==> src/rtl/edge_arb_pkg.sv <==
// Shared types for the edge-event arbiter: detect-mode encodings, FSM states
// and the per-channel edge match helper.
package edge_arb_pkg;

  typedef enum logic [1:0] {
    MODE_OFF  = 2'b00,
    MODE_RISE = 2'b01,
    MODE_FALL = 2'b10,
    MODE_BOTH = 2'b11
  } mode_e;

  typedef enum logic {
    ST_IDLE    = 1'b0,
    ST_PRESENT = 1'b1
  } state_e;

  // Edges after reset release during which detection stays disarmed.
  localparam int unsigned ARM_EDGES = 2;

  function automatic logic edge_hit(input logic [1:0] mode,
                                    input logic       s_new,
                                    input logic       s_old);
    logic hit;
    hit = 1'b0;
    case (mode)
      MODE_RISE: hit = s_new & ~s_old;
      MODE_FALL: hit = ~s_new & s_old;
      MODE_BOTH: hit = s_new ^ s_old;
      default:   hit = 1'b0;
    endcase
    return hit;
  endfunction

endpackage

==> src/rtl/edge_det_ch.sv <==
// One monitored channel: two-flop synchroniser, mode-selected edge detect,
// registered event strobe, pending flag and sticky overflow flag.
module edge_det_ch
  import edge_arb_pkg::*;
(
  input  logic       clk,
  input  logic       rst_n,
  input  logic       i_sig,
  input  logic [1:0] i_mode,
  input  logic       i_armed,
  input  logic       i_accept,
  input  logic       i_ovf_clr,
  output logic       o_pending,
  output logic       o_ovf
);

  logic r_s1;
  logic r_s2;
  logic r_evt;
  logic r_pending;
  logic r_ovf;
  logic w_hit;
  logic w_ovf_set;

  assign w_hit     = i_armed & edge_hit(i_mode, r_s1, r_s2);
  // An event landing on an already-pending channel is merged; flag it unless
  // the existing one is being consumed on the same edge.
  assign w_ovf_set = r_evt & r_pending & ~i_accept;

  always_ff @(posedge clk) begin
    if (!rst_n) begin
      r_s1      <= 1'b0;
      r_s2      <= 1'b0;
      r_evt     <= 1'b0;
      r_pending <= 1'b0;
      r_ovf     <= 1'b0;
    end else begin
      r_s1      <= i_sig;
      r_s2      <= r_s1;
      r_evt     <= w_hit;
      r_pending <= r_evt | (r_pending & ~i_accept);
      r_ovf     <= w_ovf_set | (r_ovf & ~i_ovf_clr);
    end
  end

  assign o_pending = r_pending;
  assign o_ovf     = r_ovf;

endmodule

==> src/rtl/edge_event_arbiter.sv <==
// Edge-event arbiter: NCH edge-detect channels feeding a round-robin
// selector and a two-state present/accept handshake FSM.
//   state      | meaning
//   ST_IDLE    | nothing presented; grant the next pending channel if any
//   ST_PRESENT | evt_valid high, evt_ch held until evt_ready
module edge_event_arbiter
  import edge_arb_pkg::*;
#(
  parameter int NCH = 4,
  parameter int CHW = $clog2(NCH)
) (
  input  logic             clk,
  input  logic             rst_n,
  input  logic [NCH-1:0]   sig,
  input  logic [2*NCH-1:0] mode,
  output logic             evt_valid,
  output logic [CHW-1:0]   evt_ch,
  input  logic             evt_ready,
  output logic [NCH-1:0]   pending,
  output logic [NCH-1:0]   ovf,
  input  logic [NCH-1:0]   ovf_clr
);

  state_e         r_state;
  state_e         w_state_next;
  logic [CHW-1:0] r_evt_ch;
  logic [CHW-1:0] r_last_grant;
  logic [CHW-1:0] w_sel_ch;
  logic [CHW-1:0] w_idx;
  logic           w_sel_found;
  logic           w_accept;
  logic           w_armed;
  logic [1:0]     r_arm_cnt;
  logic [NCH-1:0] w_pending;
  logic [NCH-1:0] w_ovf;
  logic [NCH-1:0] w_accept_vec;

  // Saturating count of edges since reset release; detection opens once it
  // reaches ARM_EDGES so levels already high at release are not seen as edges.
  always_ff @(posedge clk) begin
    if (!rst_n) begin
      r_arm_cnt <= 2'd0;
    end else if (r_arm_cnt != 2'(ARM_EDGES)) begin
      r_arm_cnt <= r_arm_cnt + 2'd1;
    end
  end

  assign w_armed  = (r_arm_cnt == 2'(ARM_EDGES));
  assign w_accept = (r_state == ST_PRESENT) & evt_ready;

  for (genvar g = 0; g < NCH; g++) begin : g_ch
    assign w_accept_vec[g] = w_accept & (r_evt_ch == CHW'(g));

    edge_det_ch u_ch (
      .clk       (clk),
      .rst_n     (rst_n),
      .i_sig     (sig[g]),
      .i_mode    (mode[2*g +: 2]),
      .i_armed   (w_armed),
      .i_accept  (w_accept_vec[g]),
      .i_ovf_clr (ovf_clr[g]),
      .o_pending (w_pending[g]),
      .o_ovf     (w_ovf[g])
    );
  end

  // Round-robin: first pending channel at last_grant+1, +2, ... with wrap.
  always_comb begin
    w_sel_found = 1'b0;
    w_sel_ch    = '0;
    w_idx       = '0;
    for (int k = 1; k <= NCH; k++) begin
      w_idx = CHW'((int'(r_last_grant) + k) % NCH);
      if (!w_sel_found && w_pending[w_idx]) begin
        w_sel_found = 1'b1;
        w_sel_ch    = w_idx;
      end
    end
  end

  always_comb begin
    w_state_next = r_state;
    case (r_state)
      ST_IDLE:    if (w_sel_found) w_state_next = ST_PRESENT;
      ST_PRESENT: if (evt_ready)   w_state_next = ST_IDLE;
      default:    w_state_next = ST_IDLE;
    endcase
  end

  always_ff @(posedge clk) begin
    if (!rst_n) begin
      r_state      <= ST_IDLE;
      r_evt_ch     <= '0;
      r_last_grant <= CHW'(NCH - 1);
    end else begin
      r_state <= w_state_next;
      if (r_state == ST_IDLE && w_sel_found) begin
        r_evt_ch <= w_sel_ch;
      end
      if (w_accept) begin
        r_last_grant <= r_evt_ch;
      end
    end
  end

  assign evt_valid = (r_state == ST_PRESENT);
  assign evt_ch    = r_evt_ch;
  assign pending   = w_pending;
  assign ovf       = w_ovf;

endmodule

==> config.mk <==
export PLATFORM = sky130hd
export DESIGN_NAME = edge_event_arbiter
export DESIGN_NICKNAME = d
export VERILOG_FILES = /design/src/rtl/edge_arb_pkg.sv /design/src/rtl/edge_det_ch.sv /design/src/rtl/edge_event_arbiter.sv
export SDC_FILE = /design/constraint.sdc
export NUM_CORES = 1
export LEC_CHECK = 0
export ABC_AREA = 1
export CAP_MARGIN = 10
export CORE_UTILIZATION = 42
export CTS_CLUSTER_DIAMETER = 120
export DETAILED_ROUTE_END_ITERATION = 6
export PLACE_DENSITY = 0.73
export SYNTH_ARGS = -nofsm -noshare
export SYNTH_HDL_FRONTEND = slang
export SYNTH_HIERARCHICAL = 1
export SYNTH_SLANG_ARGS = --single-unit
export TNS_END_PERCENT = 1
==> constraint.sdc <==
create_clock -name clk -period 1.3 [get_ports clk]
set_input_delay 0.325 -clock clk [delete_from_list [all_inputs] [get_ports clk]]
set_output_delay 0.325 -clock clk [all_outputs]
set_load 0.05 [all_outputs]
==> impl_metrics.json <==
{
  "synth-seq-area-share_pct": 35.0,
  "r2r-start": "r_last_grant[0]",
  "syn_nets": 255,
  "hold_viol_final": 0,
  "slew_headroom_pct": 83.4,
  "swShare_pct": 39.8,
  "cts_tree": "done",
  "grt_usage_pct": 15.5,
  "layout_min_cycle_time_ps": 1330,
  "grt_pass1_vias": 1276,
  "ctsHoldBuffers": 0,
  "vias": 1403,
  "ys_types": 20,
  "totalWireLength_um": 2890,
  "setup_viol": 3,
  "crit_end": "evt_ch[0]",
  "post-place-ws_ps": -247,
  "h-tree-depth": 1,
  "avgSynthCellArea_um2": 6.81,
  "peakVddDrop_mv": 0.655,
  "boundaryPins": 30,
  "viasPerCell": 4.41,
  "worst_slack_ps": -31.1,
  "drtAntennaViolNets": 0,
  "synth-xor-area-share_pct": 0,
  "fin_skew_ps": 6.26,
  "dp_hpwl_um": 2320,
  "postLayoutCoreUtil_pct": 65.0,
  "place_inst": 314,
  "p_leak_nw": 1.12,
  "holdPathStages": 2,
  "hold_slack_ps": 450,
  "worstSetupEndpointType": "register",
  "rsz0062_at_grt": "yes",
  "worstSetupPathType": "register to register",
  "final_cell_area_um2": 2240,
  "start_kind": "register",
  "maxSlewViolCount": 0,
  "placed_cell_area_um2": 2120,
  "dieHeight_um": 62.7,
  "die_w_um": 62.7,
  "clock_latency_ps": 270,
  "n_antenna_cell": 0,
  "drv_cap": 0,
  "ctsRootBufferMaster": "clkbuf_8",
  "synthToLayoutAreaGrowth_pct": 44.7,
  "synth_top_cell_by_area": "dfxtp_1",
  "initial_core_util_pct": 44.9,
  "synthMuxAreaShare_pct": 0,
  "slowest_stage": "dfxtp_4",
  "cpPeakStageDelay_ps": 420,
  "gp_congestion": 0.782,
  "die-area_um2": 3930,
  "cp.required_ps": 1470,
  "status": "finished, violations left",
  "numCtsBuffers": 3,
  "cts.sinks": 27,
  "synth_seq_cells": 27,
  "fmax_ghz": 0.751,
  "powerDensity_nw_per_um2": 1350,
  "syn_area_um2": 1550,
  "drc": 0,
  "crit_chain": "inv_8 > nand2_2 > nand2_4 > nand2_4 > nand2_4 > nor2_8 > nand3_2 > nand2_1 > nor2_1 > nor2_1 > nor2_1",
  "rr_endpoint": "evt_ch[0]",
  "power.share.sequential_pct": 36.0,
  "crit_start": "r_last_grant[0]",
  "synth.area.top_cells": "dfxtp_1 35%, nand2_1 13%, inv_1 13%, ha_1 7.3%, nor2_1 6.1%",
  "hp-class": "register to register",
  "synthAdderAreaFrac_pct": 7.29,
  "wl_per_cell_um": 9.08,
  "arrival_ps": 1510,
  "synth_top_area_share_pct": 35.0,
  "layout_common_cells": "51 x inv_1, 51 x nand2_1, 25 x nor2_1",
  "grt_max_degree": 18,
  "cts.path.max_buffers": 2,
  "drive_above_1_share_pct": 25.0,
  "netlist_instances": 227,
  "clk_pin_slew_worst_paths_ps": 90,
  "drt_iter0_drc": 51,
  "finalCritPeriodShare_pct": 102,
  "nNetsFinal": 301,
  "synth-simple-area-share_pct": 35.8,
  "drtPass1Iterations": 4,
  "core_area_um2": 3440,
  "yosysWarnings": 6,
  "tightest_slew_ps": 249,
  "grt_antenna_before_repair": 0,
  "placementRows": 21,
  "r2r_setup_slack_ps": -30,
  "grt_first_pass_wirelength_um": 4900,
  "combPwrFrac_pct": 48.1,
  "reg2reg_depth": 11,
  "gr-total-overflow": 0,
  "violations": "negative setup slack",
  "clkPwrFrac_pct": 15.9,
  "synth_compound_area_share_pct": 7.45,
  "synth_top_family_by_area": "simple AND/OR/NAND/NOR gates",
  "stdcell_count": 318,
  "port_buffers": 29,
  "p_int_mw": 1.82,
  "power.net_switching_mw": 1.20,
  "crit_fanout": 7
}
[power groups by stage]
| stage | sequential (mW) | combinational [mW] | clock, mW |
|---|---|---|---|
| after floorplan | 1.24 | 0.711 | 0 |
| after global routing | 1.11 | 1.58 | 0.530 |
| after CTS | 1.08 | 1.39 | 0.501 |
| after global placement | 1.09 | 1.36 | 0 |
| final | 1.09 | 1.46 | 0.480 |
| after detailed placement | 1.10 | 1.38 | 0 |
[cells in the mapped netlist]
cell and number:
nand2_1 54, inv_1 52, dfxtp_1 27, nor2_1 25, nand2_2 13, a21oi_1 11
nand3_1 11, ha_1 9, nand2_4 6, clkinv_1 4, o21ai_1 3, inv_2 2
o211ai_1 2, o21ai_2 2, inv_4 1, nand3b_1 1, nand3b_4 1, nor2_8 1
nor3_1 1, o211ai_2 1
[routing by layer]
metal  vias up  share of wire (%)  GRT usage [%]
li1        758                  -              -
met1       619                 43           16.5
met2        21                 53           29.9
met3         5                2.1           1.64
met4         0                1.6           7.27
met5         -                  0              0
[worst max-delay path: cells and delay by family (launching register included)]
family        cells  cell delay (ps)
flops             1              420
buf+inv           1               70
simple gates     10              750
[worst min path at each step]
stage,startpoint,endpoint,slack (ps)
after floorplan,rst_n,g_ch[0].u_ch/r_s1,420
after global placement,g_ch[3].u_ch/r_s1,g_ch[3].u_ch/r_s2,430
after detailed placement,g_ch[3].u_ch/r_s1,g_ch[3].u_ch/r_s2,440
after CTS,g_ch[3].u_ch/r_s1,g_ch[3].u_ch/r_s2,460
after global routing,g_ch[1].u_ch/r_s1,g_ch[1].u_ch/r_s2,490
final,g_ch[3].u_ch/r_s1,g_ch[3].u_ch/r_s2,450
[cells by family after synthesis]
logic type,after synthesis
compound gates,19
fa+ha+maj,9
buf+inv,59
flops,27
simple gates,113
[registers in the layout, indices dropped and copies added (netlist names)]
register and flops:
evt_valid 1, g_ch.u_ch/r_s2 4, g_ch.u_ch/r_s1 4, g_ch.u_ch/r_evt 4, r_arm_cnt 2, g_ch.u_ch/o_ovf 4, g_ch.u_ch/o_pending 4, evt_ch 2
r_last_grant 2
[cell type report]
| type | count | area [µm²] |
|---|---|---|
| clock inverters | 1 | 7.51 |
| flip-flops and latches | 27 | 551 |
| well taps | 46 | 57.6 |
| fillers | 311 | 1210 |
| clock buffers | 3 | 41.3 |
| repair buffers | 41 | 515 |
| multi-input cells | 141 | 835 |
| inverters | 59 | 229 |
[repair_timing]
item,CTS,global route
gates resized for setup,5,12
endpoints found under the setup margin,3,6
gates cloned,0,0
buffers inserted,0,0
pin swaps,2,6
[stage by stage]
step           TNS [ps]  total power [mW]
2_1_floorplan     -36.4              1.95
3_3_place_gp      -1330              2.45
3_5_place_dp      -1610              2.48
4_1_cts           -73.4              2.97
5_1_grt            -367              3.22
6_report          -49.1              3.02
No activity file was read; power rests on OpenSTA's default activity.
